### src/rtl/debounce_bank_if.sv
// rtl/debounce_bank_if.sv - debounced edge event stream between debounce_bank and its consumer
interface debounce_bank_if #(
    parameter int N_CH       = 25,
    parameter int FIFO_DEPTH = 8
);
    localparam int CH_W    = (N_CH > 1) ? $clog2(N_CH) : 1;
    localparam int COUNT_W = $clog2(FIFO_DEPTH) + 1;

    logic               o_ev_valid;
    logic [CH_W-1:0]    o_ev_ch;
    logic               o_ev_press;
    logic               i_ev_ready;
    logic [COUNT_W-1:0] o_ev_count;

    modport master (
        output o_ev_valid,
        output o_ev_ch,
        output o_ev_press,
        output o_ev_count,
        input  i_ev_ready
    );

    modport slave (
        input  o_ev_valid,
        input  o_ev_ch,
        input  o_ev_press,
        input  o_ev_count,
        output i_ev_ready
    );
endinterface

### src/rtl/debounce_bank.sv
// rtl/debounce_bank.sv - N-channel synchroniser/debouncer with press/release event FIFO
module debounce_bank #(
    parameter int N_CH          = 25,
    parameter int STABLE_CYCLES = 500000,
    parameter int CNT_W         = 20,
    parameter bit ACTIVE_LOW    = 1'b1,
    parameter int FIFO_DEPTH    = 8
) (
    input  logic              i_clk,
    input  logic              i_rst_n,
    input  logic [N_CH-1:0]   i_raw,
    output logic [N_CH-1:0]   o_state,
    output logic [N_CH-1:0]   o_press,
    output logic [N_CH-1:0]   o_release,
    output logic              o_overflow,
    input  logic              i_clr_ovf,
    debounce_bank_if.master   ev
);
    localparam int CH_W    = (N_CH > 1) ? $clog2(N_CH) : 1;
    localparam int AW      = $clog2(FIFO_DEPTH);
    localparam int COUNT_W = AW + 1;
    localparam logic [N_CH-1:0]    IDLE_LEVEL = ACTIVE_LOW ? {N_CH{1'b1}} : {N_CH{1'b0}};
    localparam logic [CNT_W-1:0]   CNT_LAST   = CNT_W'(STABLE_CYCLES - 1);
    localparam logic [COUNT_W-1:0] FIFO_FULL  = COUNT_W'(FIFO_DEPTH);

    logic [N_CH-1:0]  sync1;
    logic [N_CH-1:0]  sync2;
    logic [N_CH-1:0]  s;
    logic [CNT_W-1:0] cnt [N_CH];

    logic [N_CH-1:0]  pend;
    logic [N_CH-1:0]  dir;
    logic [N_CH-1:0]  strobe;
    logic [N_CH-1:0]  cancel;
    logic [N_CH-1:0]  push_sel;

    logic             sel_found;
    logic [CH_W-1:0]  sel_ch;
    logic             sel_dir;
    logic             push;
    logic             pop;
    logic             full;

    logic [CH_W-1:0]    mem_ch    [FIFO_DEPTH];
    logic               mem_press [FIFO_DEPTH];
    logic [AW-1:0]      wr_ptr;
    logic [AW-1:0]      rd_ptr;
    logic [COUNT_W-1:0] count;

    // two-flop synchroniser; idle level on reset so release creates no edge
    always_ff @(posedge i_clk or negedge i_rst_n) begin
        if (!i_rst_n) begin
            sync1 <= IDLE_LEVEL;
            sync2 <= IDLE_LEVEL;
        end else begin
            sync1 <= i_raw;
            sync2 <= sync1;
        end
    end

    assign s = ACTIVE_LOW ? ~sync2 : sync2;

    // per-channel debounce counter; level accepted after STABLE_CYCLES disagreeing cycles
    always_ff @(posedge i_clk or negedge i_rst_n) begin
        if (!i_rst_n) begin
            o_state   <= '0;
            o_press   <= '0;
            o_release <= '0;
            for (int i = 0; i < N_CH; i++) cnt[i] <= '0;
        end else begin
            for (int i = 0; i < N_CH; i++) begin
                o_press[i]   <= 1'b0;
                o_release[i] <= 1'b0;
                if (s[i] == o_state[i]) begin
                    cnt[i] <= '0;
                end else if (cnt[i] == CNT_LAST) begin
                    o_state[i]   <= s[i];
                    cnt[i]       <= '0;
                    o_press[i]   <= s[i];
                    o_release[i] <= ~s[i];
                end else begin
                    cnt[i] <= cnt[i] + 1'b1;
                end
            end
        end
    end

    // lowest pending channel wins the single push slot this cycle
    always_comb begin
        sel_found = 1'b0;
        sel_ch    = '0;
        sel_dir   = 1'b0;
        for (int i = N_CH - 1; i >= 0; i--) begin
            if (pend[i]) begin
                sel_found = 1'b1;
                sel_ch    = CH_W'(i);
                sel_dir   = dir[i];
            end
        end
    end

    assign full = (count == FIFO_FULL);
    assign push = sel_found & ~full;
    assign pop  = (count != '0) & ev.i_ev_ready;

    // a new edge on a channel whose previous edge is still waiting annihilates both
    always_comb begin
        strobe   = o_press | o_release;
        push_sel = '0;
        cancel   = '0;
        for (int i = 0; i < N_CH; i++) begin
            push_sel[i] = push && (sel_ch == CH_W'(i));
            cancel[i]   = strobe[i] & pend[i] & ~push_sel[i];
        end
    end

    // pending/direction bits and sticky overflow flag
    always_ff @(posedge i_clk or negedge i_rst_n) begin
        if (!i_rst_n) begin
            pend       <= '0;
            dir        <= '0;
            o_overflow <= 1'b0;
        end else begin
            for (int i = 0; i < N_CH; i++) begin
                if (strobe[i]) begin
                    if (cancel[i]) begin
                        pend[i] <= 1'b0;
                    end else begin
                        pend[i] <= 1'b1;
                        dir[i]  <= o_press[i];
                    end
                end else if (push_sel[i]) begin
                    pend[i] <= 1'b0;
                end
            end
            if (|cancel) begin
                o_overflow <= 1'b1;
            end else if (i_clr_ovf) begin
                o_overflow <= 1'b0;
            end
        end
    end

    // show-ahead event FIFO; storage is reset so the head is never X
    always_ff @(posedge i_clk or negedge i_rst_n) begin
        if (!i_rst_n) begin
            wr_ptr <= '0;
            rd_ptr <= '0;
            count  <= '0;
            for (int i = 0; i < FIFO_DEPTH; i++) begin
                mem_ch[i]    <= '0;
                mem_press[i] <= 1'b0;
            end
        end else begin
            if (push) begin
                mem_ch[wr_ptr]    <= sel_ch;
                mem_press[wr_ptr] <= sel_dir;
                wr_ptr            <= wr_ptr + 1'b1;
            end
            if (pop) begin
                rd_ptr <= rd_ptr + 1'b1;
            end
            if (push && !pop) begin
                count <= count + 1'b1;
            end else if (pop && !push) begin
                count <= count - 1'b1;
            end
        end
    end

    assign ev.o_ev_valid = (count != '0);
    assign ev.o_ev_ch    = mem_ch[rd_ptr];
    assign ev.o_ev_press = mem_press[rd_ptr];
    assign ev.o_ev_count = count;

endmodule

### src/flat_wrapper.sv
// flat-port wrapper written by rule: the top's interface ports become plain ports
module debounce_bank_flat 
#(
    parameter int N_CH          = 25,
    parameter int STABLE_CYCLES = 500000,
    parameter int CNT_W         = 20,
    parameter bit ACTIVE_LOW    = 1'b1,
    parameter int FIFO_DEPTH    = 8
)
  (i_clk, i_rst_n, i_raw, o_state, o_press, o_release, o_overflow, i_clr_ovf, ev_o_ev_valid, ev_o_ev_ch, ev_o_ev_press, ev_o_ev_count, ev_i_ev_ready);
  debounce_bank_if #(.N_CH(N_CH), .FIFO_DEPTH(FIFO_DEPTH)) ev_i ();
  input  logic i_clk;
  input  logic i_rst_n;
  input  logic [N_CH-1:0] i_raw;
  output logic [N_CH-1:0] o_state;
  output logic [N_CH-1:0] o_press;
  output logic [N_CH-1:0] o_release;
  output logic o_overflow;
  input  logic i_clr_ovf;
  output wire logic [$bits(ev_i.o_ev_valid)-1:0] ev_o_ev_valid;
  output wire logic [$bits(ev_i.o_ev_ch)-1:0] ev_o_ev_ch;
  output wire logic [$bits(ev_i.o_ev_press)-1:0] ev_o_ev_press;
  output wire logic [$bits(ev_i.o_ev_count)-1:0] ev_o_ev_count;
  input wire logic [$bits(ev_i.i_ev_ready)-1:0] ev_i_ev_ready;
  assign ev_o_ev_valid = ev_i.o_ev_valid;
  assign ev_o_ev_ch = ev_i.o_ev_ch;
  assign ev_o_ev_press = ev_i.o_ev_press;
  assign ev_o_ev_count = ev_i.o_ev_count;
  assign ev_i.i_ev_ready = ev_i_ev_ready;
  debounce_bank #(.N_CH(N_CH), .STABLE_CYCLES(STABLE_CYCLES), .CNT_W(CNT_W), .ACTIVE_LOW(ACTIVE_LOW), .FIFO_DEPTH(FIFO_DEPTH)) u_core (.i_clk(i_clk), .i_rst_n(i_rst_n), .i_raw(i_raw), .o_state(o_state), .o_press(o_press), .o_release(o_release), .o_overflow(o_overflow), .i_clr_ovf(i_clr_ovf), .ev(ev_i));
endmodule
### config.mk
export PLATFORM = sky130hd
export DESIGN_NAME = debounce_bank_flat
export DESIGN_NICKNAME = d
export VERILOG_FILES = /design/src/rtl/debounce_bank_if.sv /design/src/rtl/debounce_bank.sv /design/src/flat_wrapper.sv
export SDC_FILE = /design/constraint.sdc
export NUM_CORES = 1
export LEC_CHECK = 0
export CAP_MARGIN = 10
export CORE_MARGIN = 2
export CORE_UTILIZATION = 50
export DETAILED_ROUTE_END_ITERATION = 8
export GPL_TIMING_DRIVEN = 0
export PLACE_DENSITY = 0.77
export SLEW_MARGIN = 5
export SYNTH_ARGS = -nofsm -noshare
export SYNTH_HDL_FRONTEND = slang
export SYNTH_SLANG_ARGS = --single-unit
### constraint.sdc
create_clock -name i_clk -period 6.2 [get_ports i_clk]
set_input_delay 1.86 -clock i_clk [delete_from_list [all_inputs] [get_ports i_clk]]
set_output_delay 1.86 -clock i_clk [all_outputs]
set_load 0.005 [all_outputs]
### Yosys cells after proc, flatten, opt, wreduce, memory -nomap -nowiden

Index checks and enable logic that the tools add are counted.

| storage, ports and cells | value |
|---|---|
| register bits after elaboration | 734 |
| latch bits | 0 |
| RAM bits | 0 |
| memory bits (read-only) | 0 |
| output and inout port bits | 87 |
| word-level logic and storage cells | 814 |
| memories kept | 0 |

| operators by class | value |
|---|---|
| add/sub/neg operators | 29 |
| $mul | 0 |
| divide/modulo/power cells | 0 |
| $lt $le $gt $ge | 3 |
| eq/ne operators | 75 |
| shift operators | 0 |
| multiplexer cells | 316 |
| bitwise gates (word level) | 157 |
| reduce and logical (&&, ||, !) cells | 110 |

Operators with widths:

| kind | number |
|---|---|
| 2-to-1 mux 20 bit | 50 |
| adder 20 x 1 -> 20 bit (second input constant) | 25 |
| equality test 20 x 19 -> 1 bit (second input constant) | 25 |
| 2-to-1 mux 1 bit | 230 |
| 2-to-1 mux 5 bit | 28 |
| NOT 1 bit | 101 |
| AND reduction 2 bit | 50 |
| nonzero test 2 bit | 27 |
| bitwise AND 1 bit | 52 |
| equality test 5 bit (second input constant) | 9 |
| bitwise mux 40 bit | 1 |
| equality test 5 x 4 -> 1 bit (second input constant) | 8 |
| logical AND 1 bit | 28 |
| equality test 1 bit | 25 |
| NOT 25 bit | 1 |
| OR 25 bit | 1 |
| OR reduction 25 bit | 1 |
| equality test 5 x 3 -> 1 bit (second input constant) | 4 |
| binary-select mux 5 bit (select 3 bit) | 1 |
| demux 5 bit (select 3 bit) | 1 |
| equality test 5 x 2 -> 1 bit (second input constant) | 2 |
| bitwise mux 8 bit | 1 |
| greater-or-equal comparator 4 bit (second input constant) | 2 |
| 2-to-1 mux 4 bit | 2 |
| other kinds (12) | 15 |

### Depth between registers and ports, before layout

Gate-level depths: netlist (run 1).

| logic depth | value |
|---|---|
| depth in word-level cells | 31 |
| gate-level depth with buffers | 13 |

### Worst setup path after synthesis (run 1)

OpenSTA, ideal clock, no wires.

| path | value |
|---|---|
| path kind | flip-flop to output port |
| start | register u_core.rd_ptr[0] |
| end | output ev_o_ev_ch[0] |
| data arrival time | 1811 ps |
| path slack | 2529 ps |
| stages on the path, launching flop included | 4 |
| buffers on the path | 1 |
| path through | dfrtp_1 buf_1 mux4_2 mux2_2 |

| between the ends | value |
|---|---|
| longest elaborated chain between the ends | 4 |

Ends and longest elaborated chain:

| item | line | text |
|---|---|---|
| start: declaration | debounce_bank.sv:47 | `logic [AW-1:0] rd_ptr;` |
| start signal: assignment | debounce_bank.sv:161 | `rd_ptr <= rd_ptr + 1'b1;` |
| NOT 3 -> 4 bit (not written as such) | debounce_bank.sv:172 | `assign ev.o_ev_ch = mem_ch[rd_ptr];` |
| binary-select mux 5 bit (select 3 bit) | debounce_bank.sv:172 |  |
| 2-to-1 mux 5 bit (not written as such) (2 in series) | debounce_bank.sv:172 |  |
| end: declaration | flat_wrapper.sv:21 | `output wire logic [$bits(ev_i.o_ev_ch)-1:0] ev_o_ev_ch;` |

Every way passes these cells. The select of a mux whose other input is x is not followed.

### Worst setup path after layout (run 1)

| path | value |
|---|---|
| start | register u_core.rd_ptr[0] |
| end | output ev_o_ev_ch[3] |

Same word-level chain as after synthesis.

==> flow_metrics.py, run 1 <==
metrics = {
    "cells_and_area": {
        "fin_nets": 3522,
        "drive_above_1_share_pct": 8.452,
        "num_antenna_cells": 0,
        "area_delta_synth_final_pct": 15.10,
        "nFillCells": 5448,
    },
    "critical_path": {
        "endpoint_kind": "primary output",
        "cp_max_fo": 10,
        "worstSetupPathType": "reg2out",
        "crit_required_ns": 4.34,
        "worstReg2RegStart": "u_core.pend[16]",
        "worst_r2r_endpoint": "u_core.o_overflow",
        "start_kind": "flop",
        "setup.worst_path.start": "u_core.rd_ptr[0]",
        "r2r.worst_path.cells": 8,
        "crit_arrival_ns": 3.18,
        "reg2reg_slack_ns": 2.46,
    },
    "grt": {
        "grt_pass1_wl_um": 111600,
        "antenna_found_initial": 0,
        "grt_pass1_vias": 22750,
        "track_usage_pct": 19.81,
        "grt_max_degree": 118,
        "overflow": 0,
    },
    "detailed_routing": {
        "wl_per_cell_um": 15.17,
        "firstDrtPassIters": 5,
        "viasPerCell": 5.347,
        "drt_iter0_drc": 1751,
        "dr_total_vias": 23470,
        "wirelength_um": 66590,
        "ant_nets": 0,
        "drc": 0,
    },
    "place": {
        "dp.final_hpwl_um": 45630,
        "gp_congestion": 0.9442,
        "io_buffers": 115,
    },
    "clocking": {
        "cts_setup_buffers": 0,
        "cts_hold_buf": 0,
        "root_buffer": "clkbuf_16",
        "cts_tree": "built",
        "insertion_delay_ns": 0.63,
        "cts_buffer_depth": 3,
        "clock-sinks": 734,
        "htreeDepth": 3,
        "cts_buffers": 80,
        "cts.repair.resized": 0,
        "clk_pin_slew_ns": 0.06,
    },
    "power_and_ir_drop": {
        "peakVddDrop_mv": 0.2201,
        "power_density_mw_per_mm2": 257.4,
        "p_leak_uw": 0.01637,
    },
    "hold_path": {
        "min_to": "u_core.sync2[12]",
        "min-delay-start": "u_core.sync1[12]",
        "hold_path_class": "reg2reg",
        "worstHoldPathCells": 0,
    },
    "yosys": {
        "syn_area_per_cell_um2": 10.21,
        "synthSimpleGateAreaFrac_pct": 22.61,
        "ys_types": 71,
        "synth_fp_nets": 3318,
        "synth_xor_area_share_pct": 11.95,
        "ys_ff_latch": 734,
        "yosysSeqAreaShare_pct": 55.38,
        "yosys.area.top_type": "dfrtp_1",
        "yosys.area.top_type_share_pct": 51.43,
        "synthCells": 3258,
        "synth-compound-area-share_pct": 4.561,
        "async_reset_ff_share_pct": 100.0,
        "syn_area_mm2": 0.03328,
        "synth_fa_ha_area_share_pct": 1.188,
        "synth.yosys.warnings": 0,
        "synth_edf_count": 0,
        "ys.flop_type": "dfrtp_1",
        "synth_area_leaders": "dfrtp_1 (51%), xor2_1 (7.8%), nor2_1 (7.2%)",
        "muxShareOfSynthArea_pct": 2.575,
        "synth_top_family_by_area": "simple AND/OR/NAND/NOR gates",
    },
    "floorplan": {
        "fp.dieH_um": 262.0,
        "die_width_um": 262.0,
        "die-area_mm2": 0.06864,
        "rows": 94,
        "initial_core_util_pct": 50.53,
        "io_pins": 116,
        "core_area_mm2": 0.06586,
    },
    "sta": {
        "final.setup_skew_ns": 0.02099,
        "fin_crit_ns": 5.040,
        "setup_tns_ns": 0,
        "grt_setup_unrepaired": "no",
        "relSlewSlack_pct": 21.84,
        "fmax_ghz": 0.1984,
        "hold_ws_ns": 0.3545,
        "worst_pin_slew_ns": 1.163,
        "fin_crit_sh_pct": 81.28,
        "finalHoldViolations": 0,
        "setup_viol": 0,
        "maxSlewViolCount": 0,
    },
    "status": {
        "outcome": "completed",
    },
    "job": {
        "maxCapViolCount": 0,
    },
}
==> cells in the final DEF (no fill, tap or decap), types with 37 or more instances in the layout <==
cell / n
or3_1: 60
xnor2_1: 159
and3_1: 77
dfstp_2: 50
nand4_1: 96
nor3_1: 56
o21ai_0: 104
nand3_1: 183
xor2_1: 295
clkbuf_16: 81
dfrtp_1: 684
mux2_2: 37
nor2_1: 634
clkdlybuf4s50_1: 114
nand2_1: 283
inv_1: 72
clkbuf_1: 68
a21oi_1: 70
==> cell type report <==
| type | count | area [um^2] | share of cell area [%] |
|---|---|---|---|
| multi-input combinational | 2380 | 14280 | 37.27 |
| clock buffer | 112 | 2293 | 5.988 |
| tap | 864 | 1081 | 2.822 |
| clock inverter | 34 | 316.6 | 0.8265 |
| buffer | 71 | 304.0 | 0.7938 |
| timing repair buffer | 122 | 1326 | 3.463 |
| sequential | 734 | 18430 | 48.12 |
| inverter | 73 | 274.0 | 0.7154 |
==> routing by layer <==
metal / wire length [um] / GRT usage [%] / up-vias
met2: 30540 / 31.22 / 403
li1: - / - / 11520
met5: 0 / 0 / -
met3: 3497 / 3.781 / 98
met4: 1426 / 6.089 / 0
met1: 31130 / 27.95 / 11450
==> cell families after synthesis <==
logic type,Yosys count
simple gates,1578
flops,734
xor+xnor,454
compound gates,251
buf+inv,144
mux,66
fa+ha+maj,31
==> sequential cells by signal, summed over array words and instances (netlist names), 4 cells and up <==
signal,count
u_core.mem_press,8
u_core.o_state,25
u_core.sync2,25
u_core.mem_ch,40
u_core.o_press,25
u_core.sync1,25
u_core.dir,25
u_core.o_release,25
u_core.ev.o_ev_count,4
u_core.pend,25
u_core.cnt,500
==> report_power, final <==
part	internal (uW)	leakage (uW)	switching (uW)	total [uW]
Combinational	78.7	0.00508	183	261
Clock	2760	0.00127	1920	4680
Sequential	4860	0.0100	53.5	4920
==> worst max path at each step <==
stage / end / slack, ns / depth (start not counted)
after floorplan: ev_o_ev_ch[0] / 2.53 / 3
after global placement: u_core.cnt[457] / -29.32 / 1
after detailed placement: ev_o_ev_ch[1] / 1.73 / 4
after CTS: ev_o_ev_ch[3] / 1.05 / 4
after global routing: ev_o_ev_ch[3] / 0.97 / 4
final: ev_o_ev_ch[3] / 1.16 / 4
==> critical path, cell delays in order (launching register included) <==
cell and delay (ns):
dfrtp_1 0.48, buf_1 0.68, mux4_2 0.61, mux2_2 0.27, clkdlybuf4s50_1 0.51
==> stage by stage <==
stage                     setup slack, ns  utilization (%)  area, um^2  power [uW]  std cells
after floorplan                     2.529                -       33280        5101       3258
after global placement             -29.32            53.92       35510        5264       4237
after detailed placement            1.731            54.18       35690        5270       4243
after CTS                           1.046            58.15       38300        9999       4389
after global routing               0.9731            58.15       38300       10240       4390
final                               1.160            58.15       38300        9858       4390
==> Yosys cell counts (33+ instances only) <==
library cell and instances:
a21oi_1 70, and3_1 77, clkbuf_1 52, dfrtp_1 684, dfstp_2 50, inv_1 72, mux2_2 37, nand2_1 283
nand3_1 183, nand4_1 96, nor2_1 634, nor3_1 56, nor4_1 33, o21ai_0 104, or3_1 60, xnor2_1 159
xor2_1 295
No activity file was read; power rests on OpenSTA's default activity.
==> run 2: changes to the inputs <==
Clock period 6.2 ns to 4.8 ns, I/O delays scaled along.
==> run 2 against run 1 <==
Effect of this change:
- clock power up 29%
- combinational power rose by 30%
- first-iteration DRC count about the same
- highest routed layer unchanged
- design area is essentially flat
- die area is the same
- critical path type unchanged
- setup slack got worse by 0.99 ns
- clock-buffer cell count is the same
- sequential cell count is the same
- total power up 29%
- core utilization is essentially flat
==> flow_metrics.py, run 2 (synthesis results as in run 1) <==
metrics = {
    "place": {
        "io_buffers": 115,
        "place_inst": 4243,
        "dp.final_hpwl_um": 45630,
        "gp_congestion": 0.9442,
    },
    "floorplan": {
        "core_area_mm2": 0.06586,
        "io_pins": 116,
        "initial_core_util_pct": 50.53,
        "rows": 94,
        "die_width_um": 262.0,
        "fp.dieH_um": 262.0,
        "die-area_mm2": 0.06864,
    },
    "sta": {
        "fmax_ghz": 0.2160,
        "fin_crit_ns": 4.629,
        "setup_viol": 0,
        "finalHoldViolations": 0,
        "final.setup_skew_ns": 0.02104,
        "worst_pin_slew_ns": 1.159,
        "grt_setup_unrepaired": "no",
        "relSlewSlack_pct": 22.12,
        "setup_tns_ns": 0,
        "fin_crit_sh_pct": 96.43,
        "maxSlewViolCount": 0,
    },
    "hold_path": {
        "min-delay-start": "u_core.sync1[12]",
        "hold_path_class": "reg2reg",
    },
    "power_and_ir_drop": {
        "peakVddDrop_mv": 0.2843,
        "power_density_mw_per_mm2": 332.4,
        "p_sw_uw": 2789,
        "power_frac_comb_pct": 2.7,
        "p_seq_share_pct": 49.9,
        "switching_share_pct": 21.90,
        "power_uw": 12730,
        "clkPwrFrac_pct": 47.5,
        "p_leak_uw": 0.01637,
        "internal_power_uw": 9945,
    },
    "critical_path": {
        "cp_max_fo": 10,
        "cp_slowest_cell": "clkdlybuf4s15_1",
        "worstSetupPathType": "reg2out",
        "crit_arrival_ns": 3.19,
        "critPathMaxStageDelay_ns": 0.69,
        "endpoint_kind": "primary output",
        "worstReg2RegStart": "u_core.pend[16]",
        "crit_chain": "clkdlybuf4s15_1 -> mux4_2 -> mux2_2 -> clkdlybuf4s50_1",
        "start_kind": "flop",
        "setup.worst_path.start": "u_core.rd_ptr[0]",
        "crit_required_ns": 3.36,
    },
    "cells_and_area": {
        "top_register": "u_core.cnt",
        "largest_register_ffs": 500,
        "final_cell_mix": "dfrtp_1 (684), nor2_1 (634), xor2_1 (295), nand2_1 (283), nand3_1 (183)",
        "top_regs": "u_core.cnt x500, u_core.mem_ch x40",
        "fin_nets": 3522,
        "area_delta_synth_final_pct": 15.11,
        "nFillCells": 5448,
        "final-instance-count-excl-fill": 4390,
        "final_common_cell": "dfrtp_1",
        "num_antenna_cells": 0,
        "drive_above_1_share_pct": 8.452,
    },
    "grt": {
        "overflow": 0,
        "met1_usage_pct": 27.95,
        "grt_pass1_wl_um": 111600,
        "use_met3_pct": 3.781,
        "antenna_found_initial": 0,
        "track_usage_pct": 19.81,
        "grt_use_met2_pct": 31.22,
        "grt_max_degree": 118,
        "busiest_layer": "met2",
        "grt_pass1_vias": 22750,
    },
    "clocking": {
        "htreeDepth": 3,
        "cts_buffer_depth": 3,
        "cts_tree": "built",
        "cts_hold_buf": 0,
        "root_buffer": "clkbuf_16",
        "insertion_delay_ns": 0.63,
        "clock-sinks": 734,
        "clk_pin_slew_ns": 0.06,
        "cts_buffers": 80,
    },
    "status": {
        "outcome": "completed",
    },
    "detailed_routing": {
        "drt_iter0_drc": 1752,
        "viasPerCell": 5.342,
        "dr_total_vias": 23450,
        "drc": 0,
        "ant_nets": 0,
        "wirelength_um": 66570,
        "wl_per_cell_um": 15.16,
        "firstDrtPassIters": 6,
    },
    "job": {
        "maxCapViolCount": 0,
    },
}
==> run 2: cell types whose count changed in the layout (fill, tap and decap cells not counted), sizes merged <==
cell and change:
buf -1, clkdlybuf4s15 +1
==> run 2: per-layer routing <==
layer | vias to the layer above | wire length [um] | share of wire [%]
met5 | - | 0 | 0
met4 | 0 | 1440 | 2.2
met3 | 98 | 3427 | 5.1
met2 | 394 | 30500 | 46
met1 | 11440 | 31200 | 47
li1 | 11520 | - | -
==> run 2: critical path, delay by kind of cell, from the launching register on <==
| kind | cells | cell delay (ns) |
|---|---|---|
| buf+inv | 2 | 1.20 |
| flops | 1 | 0.49 |
| mux | 2 | 0.87 |
==> run 2: worst paths after layout <==
path | cells after the start | slack [ns] | endpoint
worst max-delay path | 4 | 0.17 | ev_o_ev_ch[3]
worst min-delay path | 0 | 0.35 | u_core.sync2[12]
worst max register to register | 8 | 1.06 | u_core.o_overflow
worst min register to register | 0 | 0.35 | u_core.sync2[12]
max in group asynchronous | 3 | 2.39 | u_core.o_press[7]
min in group asynchronous | 1 | 0.83 | u_core.cnt[169]
==> run 2: stage by stage <==
step	utilization [%]	hold WS, ns	setup slack, ns	cell area [um^2]
6_report	58.16	0.3545	0.1712	38310
5_1_grt	58.16	0.3575	0.0003939	38310
4_1_cts	58.15	0.3556	0.06613	38300
3_5_place_dp	54.18	0.3468	0.7510	35690
3_3_place_gp	53.92	0.3454	-30.30	35510
2_1_floorplan	-	0.3452	1.549	33280
==> run 2: power groups by stage <==
stage	Clock, uW	Combinational, uW	Sequential [uW]
3_3_place_gp	0	328	6470
6_report	6050	338	6350
2_1_floorplan	0	147	6440
3_5_place_dp	0	349	6460
4_1_cts	6220	352	6350
5_1_grt	6480	393	6360
==> run 2: layout make-up <==
cell class              count  area [um^2]  share of cell area [%]
plain buffers              71        310.3                  0.8100
clock buffers             112         2293                   5.987
clock inverters            34        316.6                  0.8263
inverters                  73        274.0                  0.7153
multi-input cells        2380        14280                   37.27
flip-flops and latches    734        18430                   48.11
well taps                 864         1081                   2.822
repair buffers            122         1326                   3.462
==> run 2: timing repair <==
action | 4_1_cts | 5_1_grt
resized for setup | 0 | 1
setup endpoints to repair | 0 | 1
buffers inserted | 0 | 0
==> run 3: changes to the inputs <==
Settings changed: MAX_ROUTING_LAYER set to met4.
==> run 3 against run 2 <==
Effect of this change:
- hold slack got worse by 0.0039 ns
- cell count about the same
- sequential cell count unchanged
- via count increased by 1.1%
- total power increased by 4.6%
==> flow_metrics.py, run 3 (synthesis results as in run 1) <==
metrics = {
    "status": {
        "outcome": "completed",
    },
    "place": {
        "io_buffers": 115,
        "gp_congestion": 0.9422,
        "placed_cell_area_mm2": 0.03571,
        "dp.final_hpwl_um": 46190,
    },
    "power_and_ir_drop": {
        "switching_share_pct": 21.41,
        "internal_power_uw": 10470,
        "peakVddDrop_mv": 0.3021,
        "p_sw_uw": 2852,
        "p_leak_uw": 0.01653,
        "power_density_mw_per_mm2": 345.1,
        "power_frac_comb_pct": 2.6,
        "p_seq_share_pct": 47.7,
        "clkPwrFrac_pct": 49.7,
        "power_uw": 13320,
    },
    "detailed_routing": {
        "wirelength_um": 68340,
        "wl_per_cell_um": 15.56,
        "drt_iter0_drc": 1695,
        "firstDrtPassIters": 5,
        "viasPerCell": 5.396,
        "dr_total_vias": 23710,
        "ant_nets": 0,
        "drc": 0,
    },
    "grt": {
        "grt_pass1_wl_um": 113800,
        "track_usage_pct": 20.85,
        "grt_max_degree": 114,
        "overflow": 0,
        "grt_pass1_vias": 23140,
        "antenna_found_initial": 1,
    },
    "clocking": {
        "clock-sinks": 734,
        "root_buffer": "clkbuf_16",
        "cts_hold_buf": 0,
        "htreeDepth": 3,
        "cts_tree": "built",
        "insertion_delay_ns": 0.63,
        "clk_pin_slew_ns": 0.06,
        "cts.repair.resized": 0,
        "cts_buffers": 80,
        "cts_buffer_depth": 3,
        "cts_setup_buffers": 0,
    },
    "cells_and_area": {
        "fin_nets": 3523,
        "multi_input_area_mm2": 0.01428,
        "final_common_cell": "dfrtp_1",
        "nFillCells": 5391,
        "drive_above_1_share_pct": 8.787,
        "top_register": "u_core.cnt",
        "fin_area_mm2": 0.03859,
        "final_cell_mix": "dfrtp_1 (684), nor2_1 (634), xor2_1 (295), nand2_1 (283), nand3_1 (183)",
        "final_core_util_pct": 58.60,
        "largest_register_ffs": 500,
        "seq_area_mm2": 0.01843,
        "area_delta_synth_final_pct": 15.98,
        "top_regs": "u_core.cnt x500, u_core.mem_ch x40",
    },
    "critical_path": {
        "cp_num_buf_inv": 2,
        "crit_arrival_ns": 3.17,
        "crit_chain": "buf_1 -> mux4_2 -> mux2_2 -> clkdlybuf4s50_1",
        "worstSetupPathType": "reg2out",
        "setup.worst_path.start": "u_core.rd_ptr[0]",
        "endpoint_kind": "primary output",
        "critPathMaxStageDelay_ns": 0.67,
        "cp_slowest_cell": "buf_1",
        "cp_max_fo": 10,
        "reg2reg_slack_ns": 1.00,
        "path_delay_family": "buffers and inverters",
        "crit_required_ns": 3.36,
        "worst_r2r_endpoint": "u_core.o_overflow",
        "r2r.worst_path.cells": 9,
        "worstReg2RegStart": "u_core.pend[2]",
        "worst-path-stages": 4,
        "start_kind": "flop",
        "crit_end": "ev_o_ev_ch[4]",
    },
    "sta": {
        "fmax_ghz": 0.2171,
        "fin_crit_sh_pct": 95.95,
        "grt_setup_unrepaired": "no",
        "maxSlewViolCount": 0,
        "setup_tns_ns": 0,
        "relSlewSlack_pct": 19.92,
        "fin_crit_ns": 4.605,
        "finalHoldViolations": 0,
        "final.setup_skew_ns": 0.02141,
        "worst_pin_slew_ns": 1.199,
        "hold_ws_ns": 0.3507,
        "setup_viol": 0,
    },
    "floorplan": {
        "core_area_mm2": 0.06586,
        "io_pins": 116,
        "fp.dieH_um": 262.0,
        "die-area_mm2": 0.06864,
        "rows": 94,
        "initial_core_util_pct": 50.53,
        "die_width_um": 262.0,
    },
    "hold_path": {
        "hold_path_class": "reg2reg",
    },
    "job": {
        "maxCapViolCount": 0,
    },
}
-- run 3: layout make-up --
cell class              count  area share, %
diodes                      1       0.006484
plain buffers              71         0.7878
clock buffers             103          5.939
clock inverters            44          1.504
inverters                  73         0.7100
multi-input cells        2380          36.99
flip-flops and latches    734          47.75
well taps                 864          2.801
repair buffers            123          3.508
-- run 3: worst reg2reg max path, cell delays in order (launching register included) --
cell,delay [ns]
dfrtp_1,0.39
buf_2,0.21
nor4_4,0.41
nand3b_2,0.26
nor3_1,0.47
o21ai_1,0.22
o21ai_0,0.54
o21ai_0,0.16
or4_1,0.40
or4_1,0.61
-- run 3: how the worst min path moves through the flow --
| stage | cells past startpoint | end | startpoint |
|---|---|---|---|
| after CTS | 0 | u_core.sync2[1] | u_core.sync1[1] |
| after global placement | 0 | u_core.sync2[24] | u_core.sync1[24] |
| after global routing | 0 | u_core.sync2[20] | u_core.sync1[20] |
| final | 0 | u_core.sync2[1] | u_core.sync1[1] |
| after floorplan | 0 | u_core.sync2[0] | u_core.sync1[0] |
| after detailed placement | 0 | u_core.sync2[17] | u_core.sync1[17] |
-- run 3: per-layer routing --
layer	global-route usage [%]	wire length (um)
met1	28.11	31730
met5	-	0
met2	31.63	31310
met4	7.250	1869
met3	4.118	3425
-- run 3: power groups by stage --
stage / logic, uW / clock network, uW / registers, uW
finish: 344 / 6630 / 6350
global route: 401 / 7040 / 6350
CTS: 358 / 6780 / 6350
detailed placement: 355 / 0 / 6460
global placement: 327 / 0 / 6470
floorplan: 147 / 0 / 6440
-- run 3: through the flow --
step | setup slack [ns] | std cells
CTS | 0.1197 | 4391
global placement | -30.40 | 4237
detailed placement | 0.8000 | 4244
finish | 0.1945 | 4393
floorplan | 1.549 | 3258
global route | 0.03003 | 4393
